File: src/rtl/rf_write_scheduler.sv
// rf_write_scheduler: arbitrates the register file's single write port between
// the in-order pipeline writeback and a long-latency unit (load/divide), keeps
// a 32-entry pending scoreboard, flags decode source hazards and forces a
// one-cycle pipeline stall when the long-latency result has been starved.
//
// Handshake (long-latency result): lu_valid/lu_waddr/lu_wdata are held stable
// by the producer until lu_ready is seen high; a transfer ("fire") happens in a
// cycle where lu_valid & lu_ready. lu_ready is a pure function of the current
// cycle (stall_pipe | ~pipe_we) and does not depend on lu_valid.
module rf_write_scheduler #(
    parameter int STARVE_LIMIT = 4,
    localparam int CW = $clog2(STARVE_LIMIT + 1)
) (
    input  logic          clk,
    input  logic          reset,
    input  logic          pipe_we,
    input  logic [4:0]    pipe_waddr,
    input  logic [31:0]   pipe_wdata,
    input  logic          lu_valid,
    input  logic [4:0]    lu_waddr,
    input  logic [31:0]   lu_wdata,
    output logic          lu_ready,
    input  logic          issue_valid,
    input  logic [4:0]    issue_rd,
    input  logic [4:0]    rs1_addr,
    input  logic [4:0]    rs2_addr,
    output logic          hazard,
    output logic          stall_pipe,
    output logic          rf_we,
    output logic [4:0]    rf_waddr,
    output logic [31:0]   rf_wdata,
    output logic [31:0]   pending,
    output logic          protocol_err,
    output logic          dbg_state,
    output logic [CW-1:0] dbg_wait_cnt
);

    typedef enum logic {
        RUN   = 1'b0,
        STALL = 1'b1
    } state_t;

    localparam logic [CW-1:0] LAST_WAIT = CW'(STARVE_LIMIT - 1);

    state_t        state;
    logic [CW-1:0] wait_cnt;
    logic          lu_fire;
    logic          lu_denied;
    logic          haz_rs1;
    logic          haz_rs2;
    logic [31:0]   pending_nxt;
    logic          err_now;

    // The pipeline cannot be back-pressured, so lu only gets the port when the
    // pipe is idle or has been told to hold its writeback.
    assign lu_ready  = stall_pipe | ~pipe_we;
    assign lu_fire   = lu_valid & lu_ready;
    assign lu_denied = lu_valid & ~lu_ready;

    assign dbg_state    = (state == STALL);
    assign dbg_wait_cnt = wait_cnt;

    // Write port mux: a firing lu result always owns the port; otherwise the
    // pipe writeback passes straight through (x0 writes included).
    always_comb begin
        rf_we    = pipe_we;
        rf_waddr = pipe_waddr;
        rf_wdata = pipe_wdata;
        if (lu_fire) begin
            rf_we    = 1'b1;
            rf_waddr = lu_waddr;
            rf_wdata = lu_wdata;
        end
    end

    // Source hazard: pending and not covered by this cycle's forwarded write.
    always_comb begin
        haz_rs1 = (rs1_addr != 5'd0) && pending[rs1_addr] &&
                  !(rf_we && (rf_waddr == rs1_addr));
        haz_rs2 = (rs2_addr != 5'd0) && pending[rs2_addr] &&
                  !(rf_we && (rf_waddr == rs2_addr));
        hazard  = haz_rs1 | haz_rs2;
    end

    // Next scoreboard: clear on fire first so a same-register issue wins.
    always_comb begin
        pending_nxt = pending;
        if (lu_fire) begin
            pending_nxt[lu_waddr] = 1'b0;
        end
        if (issue_valid && (issue_rd != 5'd0)) begin
            pending_nxt[issue_rd] = 1'b1;
        end
        pending_nxt[0] = 1'b0;
    end

    // Protocol violations seen this cycle.
    always_comb begin
        err_now = 1'b0;
        if (pipe_we && stall_pipe) begin
            err_now = 1'b1;
        end
        if (issue_valid && (issue_rd != 5'd0) && pending[issue_rd] &&
            !(lu_fire && (lu_waddr == issue_rd))) begin
            err_now = 1'b1;
        end
        if (lu_fire && !pending[lu_waddr]) begin
            err_now = 1'b1;
        end
    end

    // Scoreboard and sticky error register.
    always_ff @(posedge clk) begin
        if (reset) begin
            pending      <= 32'd0;
            protocol_err <= 1'b0;
        end else begin
            pending      <= pending_nxt;
            protocol_err <= protocol_err | err_now;
        end
    end

    // Starvation FSM: count denied cycles, then grant via a one-cycle stall.
    always_ff @(posedge clk) begin
        if (reset) begin
            state      <= RUN;
            stall_pipe <= 1'b0;
            wait_cnt   <= '0;
        end else begin
            case (state)
                RUN: begin
                    if (lu_denied) begin
                        if (wait_cnt == LAST_WAIT) begin
                            state      <= STALL;
                            stall_pipe <= 1'b1;
                            wait_cnt   <= '0;
                        end else begin
                            wait_cnt <= wait_cnt + 1'b1;
                        end
                    end else begin
                        wait_cnt <= '0;
                    end
                end
                STALL: begin
                    state      <= RUN;
                    stall_pipe <= 1'b0;
                    wait_cnt   <= '0;
                end
                default: begin
                    state      <= RUN;
                    stall_pipe <= 1'b0;
                    wait_cnt   <= '0;
                end
            endcase
        end
    end

endmodule
File: config.mk
export PLATFORM = sky130hd
export DESIGN_NAME = rf_write_scheduler
export DESIGN_NICKNAME = d
export VERILOG_FILES = /design/src/rtl/rf_write_scheduler.sv
export SDC_FILE = /design/constraint.sdc
export NUM_CORES = 1
export LEC_CHECK = 0
export ABC_AREA = 1
export BUFFER_PORTS_ARGS = -buffer_cell sky130_fd_sc_hd__buf_2
export CAP_MARGIN = 40
export CORE_UTILIZATION = 49
export CTS_BUF_LIST = sky130_fd_sc_hd__clkbuf_2 sky130_fd_sc_hd__clkbuf_4 sky130_fd_sc_hd__clkbuf_8
export CTS_CLUSTER_SIZE = 28
export DETAILED_ROUTE_END_ITERATION = 6
export GPL_ROUTABILITY_DRIVEN = 0
export PLACE_DENSITY = 0.95
export SKIP_LAST_GASP = 1
export SYNTH_ARGS = -nofsm -noshare
export SYNTH_HDL_FRONTEND = slang
export SYNTH_SLANG_ARGS = --single-unit
File: constraint.sdc
create_clock -name clk -period 1.8 [get_ports clk]
set_input_delay 0.18 -clock clk [delete_from_list [all_inputs] [get_ports clk]]
set_output_delay 0.18 -clock clk [all_outputs]
set_load 0.1 [all_outputs]
==> out/results.ini, run 1 <==
[place]
place.port_buffers=170
place.detailed.hpwl_um=13800
worst_setup_slack_after_placement_ns=-0.0374

[floorplan]
number_of_primary_i_o_pins=172
die_w_um=88.0
starting_utilization_of_the_core_area=0.520
die_h_um=88.0
placementRows=30

[synth]
yosys_warnings=0
syn-num-nets=789
cell_types_occupying_the_most_area_after_synthesis=nand2_1 34%, dfxtp_1 20%, nand3_1 7.2%, a21oi_1 6.6%, o21ai_0 5.1%
yosys.area_share.simple=0.496
syn_inst=693
synth_top_cell_area_share=0.336
netlist_area_mm2=0.00363
yosys.area_share.xor_xnor=0.00966
post_synth_fa_ha_maj_area_fraction=0.00690
synthesis.area_per_instance_um2=5.23
seq_area_frac_synth=0.204
number_of_flip_flops_and_latches_in_the_synthesized_netlist=37
synth_top_area_cell=nand2_1
yosys-mux-area-fraction=0
synth_cell_type_count=27
dominant_combinational_cell_family_by_area_after_synthesis=simple AND/OR/NAND/NOR gates
synth-compound-area-share=0.176

[timing]
worst_path_end_type=output port
crit_endpoint=hazard

[global_routing]
grt-ovfl-total=33
pin_count_of_the_biggest_net_entering_global_routing=36
gr-usage-all-layers=0.754

[outcome]
run_status=aborted with a tool error
failing_step=5_1_grt
firstError=[ERROR GRT-0232] Routing congestion too high. Check the congestion heatmap in the GUI.

[clocking]
h-tree-depth=2
numCtsBuffers=5
ctsRootBufferMaster=clkbuf_8
clockBufferDepth=2
cts_hold_repair.buffers=0
clock_sink_count=37

[metrics by stage]
stage / cells / instance area, um2 / setup TNS [ns] / hold slack (ns)
floorplan: 693 / 4210 / -1.08 / 0.344
CTS: 972 / 6030 / -4.87 / 0.194
detailed placement: 960 / 5840 / -0.0374 / 0.440
global placement: 960 / 5840 / 0 / 0.427
[kinds of logic after synthesis]
logic type      after synthesis
flops                        37
compound gates              119
buf+inv                      94
other cells                   1
xor+xnor                      4
simple gates                436
fa+ha+maj                     2
[layer usage]
metal | global-route usage | GRT overflow
met2 | 0.935 | 16
met3 | 0.630 | 0
met5 | 0.247 | 0
met1 | 0.731 | 1
met4 | 0.746 | 16
[cell usage after synthesis]
master,count
a21oi_1,48
a21oi_2,1
a31oi_1,1
buf_2,15
buf_4,3
clkbuf_1,14
clkinv_1,1
conb_1,1
dfxtp_1,37
ha_1,2
inv_1,45
inv_2,16
nand2_1,325
nand2_2,4
nand3_1,52
nand4_1,3
nor2_1,33
nor3_1,8
nor3_2,9
nor3_4,1
o211ai_1,13
o21ai_0,37
o21ai_1,16
o21ai_2,1
o22ai_1,2
or2_2,1
xor2_1,4
[timing repair]
item | in CTS
setup buffers | 3
hold endpoints to repair | 0
setup endpoints to repair | 36
resized for setup | 8
pin swaps | 4
cloned | 1
==> inputs of run 2 (changes only) <==
--- a/config.mk
+++ b/config.mk
@@ -8,12 +8,10 @@
 export ABC_AREA = 1
 export BUFFER_PORTS_ARGS = -buffer_cell sky130_fd_sc_hd__buf_2
 export CAP_MARGIN = 40
-export CORE_UTILIZATION = 49
-export CTS_BUF_LIST = sky130_fd_sc_hd__clkbuf_2 sky130_fd_sc_hd__clkbuf_4 sky130_fd_sc_hd__clkbuf_8
-export CTS_CLUSTER_SIZE = 28
+export CORE_UTILIZATION = 40
 export DETAILED_ROUTE_END_ITERATION = 6
 export GPL_ROUTABILITY_DRIVEN = 0
-export PLACE_DENSITY = 0.95
+export PLACE_DENSITY_LB_ADDON = 0.15
 export SKIP_LAST_GASP = 1
 export SYNTH_ARGS = -nofsm -noshare
 export SYNTH_HDL_FRONTEND = slang
==> run 2 against run 1 <==
  * The flow now finishes, with violations (negative setup slack)
  * Synthesized area unchanged
  * Synthesized cell count unchanged
==> out/results.ini, run 2 <==
[route]
routedLengthMet1_um=5700
detailed_routed_wire_length_on_met2_um=7270
vias=5393
topRoutingLayerUsed=met4
ant_nets=0
wl_met3_um=2070
first_iter_violations=705
routed_wire_length_per_instance_um=15.8
drc_errors=0
post_drt_via_cell_ratio=5.48
drt_first_pass_iters=5
wirelength_um=15500

[global_routing]
first_global_vias=5156
grt-ovfl-total=0
gr-usage-all-layers=0.320
grt_antenna_before_repair=0
pin_count_of_the_biggest_net_entering_global_routing=33
grt_first_pass_wirelength_um=24900

[timing]
final.setup_skew_ns=0.0173
layout_min_cycle_time_ns=1.97
max_freq_mhz=506
period_share=1.10
grt_setup_unrepaired=yes
whs_ns=0.183
final_worst_slack_ns=-0.175
finalMaxSlewViolations=0
hold_violations=0
final_setup_violation_count=33

[power]
cellLeakagePower_uw=0.00297
irDropWorstVdd_uv=303
power.density_mw_per_mm2=551
fin_total_pwr_uw=3320

[synth]
synth_cell_type_count=27  ; unchanged
yosys-mux-area-fraction=0  ; unchanged
syn_inst=693  ; unchanged
yosys.area_share.xor_xnor=0.00966  ; unchanged
number_of_flip_flops_and_latches_in_the_synthesized_netlist=37  ; unchanged
synth_top_area_cell=nand2_1
synthTopCellsByCount=325 x nand2_1, 52 x nand3_1, 48 x a21oi_1
synth_enable_flop_cells=0  ; unchanged
dominant_combinational_cell_family_by_area_after_synthesis=simple AND/OR/NAND/NOR gates
synth_top_cell_area_share=0.336  ; unchanged
seq_area_frac_synth=0.204  ; unchanged
yosys_warnings=0  ; unchanged
synthesis.area_per_instance_um2=5.23  ; unchanged
netlist_area_mm2=0.00363  ; unchanged
yosys.area_share.simple=0.496  ; unchanged
asyncSetResetFlopFracSynth=0  ; unchanged
cell_types_occupying_the_most_area_after_synthesis=nand2_1 34%, dfxtp_1 20%, nand3_1 7.2%, a21oi_1 6.6%, o21ai_0 5.1%
syn-num-nets=789  ; unchanged
synth-compound-area-share=0.176  ; unchanged
cell_with_the_most_instances_after_synthesis=nand2_1
synthFlopType=dfxtp_1
post_synth_fa_ha_maj_area_fraction=0.00690  ; unchanged

[clocking]
clock_tree_from_tritoncts=done
h-tree-depth=2  ; unchanged
numCtsBuffers=5  ; unchanged
insertion_delay_ns=0.31
ctsRootBufferMaster=clkbuf_8
clockBufferDepth=2  ; unchanged
cts_hold_repair.buffers=0  ; unchanged
clock_sink_count=37  ; unchanged
clk_pin_slew_worst_paths_ns=0.07

[worst_setup_path]
worstSetupPathType=register to output pin
crit_required_ns=1.62
worst_setup_path_start_kind=register
cp_max_fo=5
worstSetupEndpointType=output pin
worst_ep_arrival_time_ns=1.79

[cells_and_area]
footprint_of_the_multi_input_gates_mm2=0.00312
layout-area-overhead-vs-synth_pct=65.9
most-common-layout-cells=285 x nand2_1, 132 x buf_2, 51 x nand3_1
layout.cells.non_filler=984
diode_insertion_count_for_antenna_repair=0
largest_register_ff_count=31
layout.cells.most_common=nand2_1
nNetsFinal=971
ff_latch_area_um2=747
layout.cell_area.non_filler_mm2=0.00602
layout_cells_sized_above_1=0.338
nFillCells=775
registers.top_by_ff_count=pending

[place]
place.port_buffers=170  ; unchanged
placed_area_mm2=0.00586  ; +0.39%
place.detailed.hpwl_um=12000  ; -13%
dp_cells=973  ; +1.4%

[floorplan]
area_of_the_die_mm2=0.00945
core_mm2=0.00876
placementRows=34  ; +13%
die_h_um=97.2  ; +10%
starting_utilization_of_the_core_area=0.414  ; -0.106
number_of_primary_i_o_pins=172  ; unchanged
die_w_um=97.2  ; +10%

[min_path]
worstHoldPathType=primary input to register

[job]
max-cap-violations=0

[outcome]
failing_checks=negative setup slack
run_status=complete, but fails checks

==> run 2: cell counts after synthesis <==
No cell type changed its count.
==> run 2: timing repair <==
action / in CTS / in global routing
gates resized for setup: 5 / 5
setup buffers: 1 / 1
endpoints found under the setup margin: 33 / 33
cloned: 1 / 0
pin swaps: 2 / 8
==> run 2: where the power goes <==
group          switching, uW  internal, uW  leakage [uW]  total [uW]
clock                    338           276     0.0000489         614
combinational           1250           609       0.00262        1860
sequential              14.7           828      0.000301         843
total                   1610          1710       0.00297        3320
==> run 2: cell families after synthesis <==
| family | count (synthesis) |
|---|---|
| xor+xnor | 4 |
| buf+inv | 94 |
| simple gates | 436 |
| other cells | 1 |
| fa+ha+maj | 2 |
| compound gates | 119 |
| flops | 37 |
==> run 2: metal layers <==
layer	track usage	up-vias
li1	-	2572
met1	0.413	2376
met2	0.517	387
met3	0.0827	58
met4	0.111	0
met5	0	-
==> run 2: worst paths after layout <==
path,slack (ns),start,to,cells past startpoint
min reg2reg,0.46,dbg_wait_cnt[0],dbg_wait_cnt[0],1
max reg2reg,0.14,stall_pipe,pending[11],6
min,0.18,reset,dbg_state,4
max,-0.17,stall_pipe,hazard,11
==> run 2: layout make-up <==
type,count,area share
Clock buffer,5,0.0114
Tap cell,108,0.0225
Clock inverter,3,0.00333
Multi-Input combinational cell,563,0.519
Sequential cell,37,0.124
Inverter,62,0.0391
Timing Repair Buffer,206,0.281
==> run 2: worst max-delay path: stages, from the launching register on <==
cell and delay (ns):
dfxtp_4 0.37, inv_4 0.06, nand2_8 0.11, nand2_8 0.08, o21ai_4 0.22, nand2_1 0.07
nand2_1 0.07, nor2_1 0.05, nand3_1 0.09, nand3_2 0.12, nand2_8 0.10, buf_12 0.17
==> run 2: through the flow <==
stage	worst slack [ns]	util	setup TNS, ns
floorplan	-0.589	-	-1.08
finish	-0.175	0.687	-4.59
global placement	0.0914	0.669	0
detailed placement	0.0554	0.669	0
CTS	-0.167	0.683	-3.56
global route	-0.293	0.687	-8.52
(Power assumes the default switching activity.)
==> inputs of run 3 (changes only) <==
--- a/config.mk
+++ b/config.mk
@@ -9,6 +9,7 @@
 export BUFFER_PORTS_ARGS = -buffer_cell sky130_fd_sc_hd__buf_2
 export CAP_MARGIN = 40
 export CORE_UTILIZATION = 40
+export CTS_CLUSTER_DIAMETER = 60
 export DETAILED_ROUTE_END_ITERATION = 6
 export GPL_ROUTABILITY_DRIVEN = 0
 export PLACE_DENSITY_LB_ADDON = 0.15
==> constraint.sdc (replaced) <==
create_clock -name clk -period 2.5 [get_ports clk]
set_input_delay 0.5 -clock clk [delete_from_list [all_inputs] [get_ports clk]]
set_output_delay 0.5 -clock clk [all_outputs]
set_load 0.1 [all_outputs]
==> run 3 against run 2 <==
  * The run now ends clean
  * Sequential share of layout area is 1.6 points higher
  * Critical path type unchanged
  * Sequential power shrank 28%
  * Clock power is 34% lower
  * Clock skew down 0.0056 ns
  * Cell count fell by 2.0%
  * Utilization shrank 7.9 points
  * Worst setup slack improved by 0.27 ns
  * Via count fell by 2.5%
  * First-iteration DRC count decreased by 26%
  * Count of clock-buffer cells in the layout grew 1
  * Critical path depth is 1 lower
==> out/results.ini, run 3 (same netlist as run 2, synthesis figures left out) <==
[global_routing]
grt_antenna_before_repair=0  ; unchanged
grt_first_pass_wirelength_um=23600  ; -5.2%
pin_count_of_the_biggest_net_entering_global_routing=34  ; +3.0%
first_global_vias=4760  ; -7.7%
grt-ovfl-total=0  ; unchanged
gr-usage-all-layers=0.306  ; -0.0145

[power]
power.share.combinational=0.539  ; -0.022
pwr-share-clk=0.185  ; about the same
irDropWorstVdd_uv=246  ; -19%
netSwitchingFraction=0.478  ; -0.00602
seqPwrFrac=0.276  ; +0.022
power_report.internal_total_uw=1150  ; -33%
cellLeakagePower_uw=0.00278  ; -6.6%
power.density_mw_per_mm2=414  ; -25%
p_sw_uw=1050  ; -34%

[clocking]
insertion_delay_ns=0.30  ; about the same
clk_pin_slew_worst_paths_ns=0.07  ; about the same
clock_tree_from_tritoncts=done
numCtsBuffers=5  ; unchanged
cts_hold_repair.buffers=0  ; unchanged
clock_sink_count=37  ; unchanged
clockBufferDepth=2  ; unchanged
ctsRootBufferMaster=clkbuf_8
h-tree-depth=2  ; unchanged

[place]
place.detailed.hpwl_um=11600  ; -3.4%
placed_area_mm2=0.00519  ; -12%
place.port_buffers=170  ; unchanged

[worst_setup_path]
worstSetupEndpointType=output pin
worst_setup_path_start_kind=register
critPathSlowestCell=dfxtp_4
reg2reg_setup_slack_ns=0.85  ; +0.71 ns
worst_ep_arrival_time_ns=1.91  ; +0.12 ns
crit_buf_inv=2  ; unchanged
worstPathCellList=inv_4, a21oi_4, nand2_2, nand2_4, nor2_1, nor3_2, nand3_1, nand2_2, nand2_8, buf_12
cpLargestDelayFamily=simple AND/OR/NAND/NOR gates
most_common_cell_on_crit_path=nand2_2
crit_required_ns=2.00  ; +0.38 ns
worstSetupPathType=register to output pin
crit_path_max_incr_delay_ns=0.38  ; about the same
cp_max_fo=4  ; -1

[timing]
period_share=0.964
finalMaxSlewViolations=0  ; unchanged
max_freq_mhz=415
layout_min_cycle_time_ns=2.41
final.setup_skew_ns=0.0117  ; -0.00562 ns
final_setup_violation_count=0  ; -100%
max-slew-margin-rel=0.522
hold_violations=0  ; unchanged
transition_time_at_the_pin_with_the_least_slew_margin_ns=0.713

[route]
post_drt_via_cell_ratio=5.45  ; -0.52%
drc_errors=0  ; unchanged
routed_wire_length_per_instance_um=15.5  ; -2.0%
drt_first_pass_iters=5  ; unchanged
ant_nets=0  ; unchanged
wirelength_um=14900  ; -4.0%
first_iter_violations=524  ; -26%
vias=5256  ; -2.5%

[outcome]
run_status=completed

[cells_and_area]
layout_cells_sized_above_1=0.279  ; -0.0587
layout.cells.most_common=nand2_1
diode_insertion_count_for_antenna_repair=0  ; unchanged
nNetsFinal=951  ; -2.1%
most-common-layout-cells=319 x nand2_1, 133 x buf_2, 51 x nand3_1
layout-area-overhead-vs-synth_pct=46.9
registers.top_by_ff_count=pending
layout.cell_area.non_filler_mm2=0.00533  ; -11%
utilization=0.608  ; -0.0788
largest_register_ff_count=31  ; unchanged

[floorplan]
placementRows=34  ; unchanged
starting_utilization_of_the_core_area=0.414  ; unchanged
area_of_the_die_mm2=0.00945  ; unchanged
number_of_primary_i_o_pins=172  ; unchanged
core_mm2=0.00876  ; unchanged
die_h_um=97.2  ; unchanged
die_w_um=97.2  ; unchanged

[job]
max-cap-violations=0  ; unchanged

[min_path]
worstHoldPathType=register to register

-- run 3: worst register-to-register path: stages (launching register included) --
cell	delay (ns)
dfxtp_4	0.38
inv_4	0.07
a21oi_4	0.21
buf_4	0.18
nand3_1	0.30
o21ai_0	0.28
a21oi_1	0.10
-- run 3: worst paths after layout --
check | from | end | depth (start not counted)
worst max-delay path | stall_pipe | hazard | 10
worst min-delay path | dbg_wait_cnt[0] | dbg_wait_cnt[0] | 1
worst min register to register | dbg_wait_cnt[0] | dbg_wait_cnt[0] | 1
worst max register to register | stall_pipe | pending[11] | 6
-- run 3: power groups by stage --
stage | sequential (uW) | combinational, uW | clock [uW]
after floorplan | 679 | 696 | 0
after global placement | 622 | 1160 | 0
after detailed placement | 622 | 1170 | 0
after CTS | 608 | 1170 | 412
after global routing | 610 | 1240 | 436
final | 609 | 1190 | 407
-- run 3: area by class of cell --
class / count / area, um2
repair buffers: 187 / 1520
flip-flops and latches: 37 / 744
clock buffers: 6 / 72.6
inverters: 62 / 239
multi-input cells: 562 / 2610
fillers: 894 / 3440
clock inverters: 2 / 10.0
well taps: 108 / 135
-- run 3: stage by stage --
stage	std cells	total power (uW)	setup TNS, ns	worst slack, ns	hold slack (ns)
3_5_place_dp	953	1790	-0.0852	-0.0852	0.450
5_1_grt	964	2290	-0.0254	-0.0254	0.495
4_1_cts	962	2190	0	0.0192	0.469
6_report	964	2210	0	0.0904	0.459
2_1_floorplan	693	1380	-0.209	-0.209	0.664
3_3_place_gp	953	1780	0	0.0539	0.428
-- run 3: repair_timing --
| action | in CTS | in global routing |
|---|---|---|
| pin swaps | 1 | 3 |
| buffers inserted | 1 | 2 |
| gates resized for setup | 1 | 8 |
| setup endpoints to repair | 1 | 1 |
-- run 3: layer usage --
layer  routed length (um)  global-route usage  share of wire  up-vias
li1                     -                   -              -     2541
met1                 6320               0.416           0.42     2360
met2                 6760               0.491           0.45      319
met3                 1560              0.0662           0.10       36
met4                  263              0.0758          0.018        0
met5                    0                   0              0        -
==> inputs of run 4 (changes only) <==
--- a/config.mk
+++ b/config.mk
@@ -12,6 +12,7 @@
 export CTS_CLUSTER_DIAMETER = 60
 export DETAILED_ROUTE_END_ITERATION = 6
 export GPL_ROUTABILITY_DRIVEN = 0
+export GPL_TIMING_DRIVEN = 0
 export PLACE_DENSITY_LB_ADDON = 0.15
 export SKIP_LAST_GASP = 1
 export SYNTH_ARGS = -nofsm -noshare
==> run 4 against run 3 <==
  * Routed wire length decreased by 4.6%
  * Combinational power is 15% lower
  * Sequential power hardly changed
  * Clock power shrank 3%
  * Critical path depth rose by 2
  * Total power fell by 8.8%
  * First-iteration DRC count is 32% lower
  * Sequential share of layout area increased by 1.5 points
  * Utilization down 6.1 points
  * Clock skew about the same
  * Critical endpoint unchanged
  * Largest cell class unchanged
==> out/results.ini, run 4 (same netlist as run 2, synthesis figures left out) <==
[floorplan]
core_mm2=0.00876  ; unchanged
area_of_the_die_mm2=0.00945  ; unchanged
placementRows=34  ; unchanged
number_of_primary_i_o_pins=172  ; unchanged
die_h_um=97.2  ; unchanged
starting_utilization_of_the_core_area=0.414  ; unchanged
die_w_um=97.2  ; unchanged

[clocking]
h-tree-depth=2  ; unchanged
cts_hold_repair.buffers=0  ; unchanged
clock_tree_from_tritoncts=done
numCtsBuffers=5  ; unchanged
insertion_delay_ns=0.30  ; about the same
clock_sink_count=37  ; unchanged
cts_setup_buffers=0  ; -1
clk_pin_slew_worst_paths_ns=0.07  ; about the same
clockBufferDepth=2  ; unchanged
ctsRootBufferMaster=clkbuf_8

[cells_and_area]
layout_cells_sized_above_1=0.272  ; -0.00690
layout.cells.non_filler=971  ; +0.73%
diode_insertion_count_for_antenna_repair=0  ; unchanged
nNetsFinal=960  ; +0.95%
layout-area-overhead-vs-synth_pct=32.3
largest_register_ff_count=31  ; unchanged
layout.cells.most_common=nand2_1
most-common-layout-cells=322 x nand2_1, 165 x buf_2, 51 x nand3_1
registers.top_by_ff_count=pending

[global_routing]
pin_count_of_the_biggest_net_entering_global_routing=11  ; -68%
grt_antenna_before_repair=0  ; unchanged
gr-usage-all-layers=0.296  ; -0.00927
grt-ovfl-total=0  ; unchanged
grt_first_pass_wirelength_um=23000  ; -2.5%
first_global_vias=4595  ; -3.5%

[worst_setup_path]
crit_path_max_incr_delay_ns=0.18  ; -0.20 ns
crit_required_ns=2.00  ; about the same
worstPathCellList=buf_2, inv_2, a21oi_2, buf_4, nand2_2, nand2_2, nor2_1, nor3_1, nand3_1, nand2_1, nand2_8, buf_12
critPathSlowestCell=buf_4
worstSetupEndpointType=output pin
worst_ep_arrival_time_ns=1.92  ; about the same
crit_buf_inv=4  ; +2
worstSetupPathType=primary input to output pin
most_common_cell_on_crit_path=nand2_2
cp_max_fo=10  ; +6
worst_setup_path_start_kind=primary input
cpLargestDelayFamily=simple AND/OR/NAND/NOR gates

[place]
dp_cells=965  ; +1.3%
place.port_buffers=164  ; -3.5%
place.detailed.hpwl_um=11400  ; -2.3%

[route]
topRoutingLayerUsed=met4
routedLengthMet1_um=6130  ; -3.0%
post_drt_via_cell_ratio=5.26  ; -3.5%
drt_first_pass_iters=5  ; unchanged
ant_nets=0  ; unchanged
drc_errors=0  ; unchanged
vias=5111  ; -2.8%
wl_met3_um=1310  ; -16%
first_iter_violations=358  ; -32%
detailed_routed_wire_length_on_met2_um=6460  ; -4.5%
wirelength_um=14200  ; -4.6%
routed_wire_length_per_instance_um=14.6  ; -5.3%

[timing]
layout_min_cycle_time_ns=2.42  ; +0.0102 ns
hold_violations=0  ; unchanged
transition_time_at_the_pin_with_the_least_slew_margin_ns=0.720  ; +0.00733 ns
period_share=0.968  ; +0.00410
whs_ns=0.451  ; -0.00785 ns
finalMaxSlewViolations=0  ; unchanged
final.setup_skew_ns=0.0121  ; +0.000384 ns
max_freq_mhz=413  ; -0.42%
max-slew-margin-rel=0.518  ; -0.00407
grt_setup_unrepaired=yes
final_setup_violation_count=0  ; unchanged
total_negative_slack_ns=0  ; unchanged

[job]
max-cap-violations=0  ; unchanged

[power]
cellLeakagePower_uw=0.00260  ; -6.3%
irDropWorstVdd_uv=254  ; +2.9%
power.density_mw_per_mm2=419  ; +1.3%

[min_path]
worstHoldPathType=register to register

[outcome]
run_status=completed

## run 4: metal layers
metal	vias up	global-route usage
li1	2555	-
met1	2266	0.418
met2	256	0.472
met3	34	0.0353
met4	0	0.0894
met5	-	0
## run 4: per-stage QoR
step	setup slack [ns]	power (uW)	utilization	cell area [um2]
3_5_place_dp	-0.170	1600	0.532	4670
4_1_cts	-0.0171	1990	0.542	4750
3_3_place_gp	-0.135	1590	0.532	4670
6_report	0.0802	2010	0.547	4800
2_1_floorplan	-0.209	1380	-	3710
5_1_grt	-0.0619	2110	0.547	4800
## run 4: path summary, 6_finish.rpt
kind                         from               to  slack, ns  cells after the start
hold / removal    dbg_wait_cnt[0]  dbg_wait_cnt[0]       0.45                      1
setup / recovery         lu_valid           hazard       0.08                     12
hold reg to reg   dbg_wait_cnt[0]  dbg_wait_cnt[0]       0.45                      1
setup reg to reg       stall_pipe      pending[31]       0.93                      6
## run 4: power by group
part	internal, uW	total [uW]	switching, uW	leakage [uW]
clock network	184	395	212	0.0000399
registers	596	610	13.5	0.000300
logic	221	1010	785	0.00226
## run 4: layout make-up
cell class                      instances  area, um2
Inverter                               62        235
Clock buffer                            5       68.8
Multi-Input combinational cell        562       2580
Sequential cell                        37        744
Fill cell                             926       3970
Buffer                                 32        164
Timing Repair Buffer                  164        868
Tap cell                              108        135
Clock inverter                          1       5.00
## run 4: worst reg2reg max path: stages, from the launching register on
cell and delay [ns]:
dfxtp_4 0.36, inv_4 0.05, a21oi_2 0.13, buf_4 0.18, nand3_1 0.33, o21ai_0 0.30
a21oi_1 0.09
## run 4: repair_timing
action | CTS | global route
gates cloned | 0 | 0
setup endpoints to repair | 3 | 31
resized for setup | 5 | 26
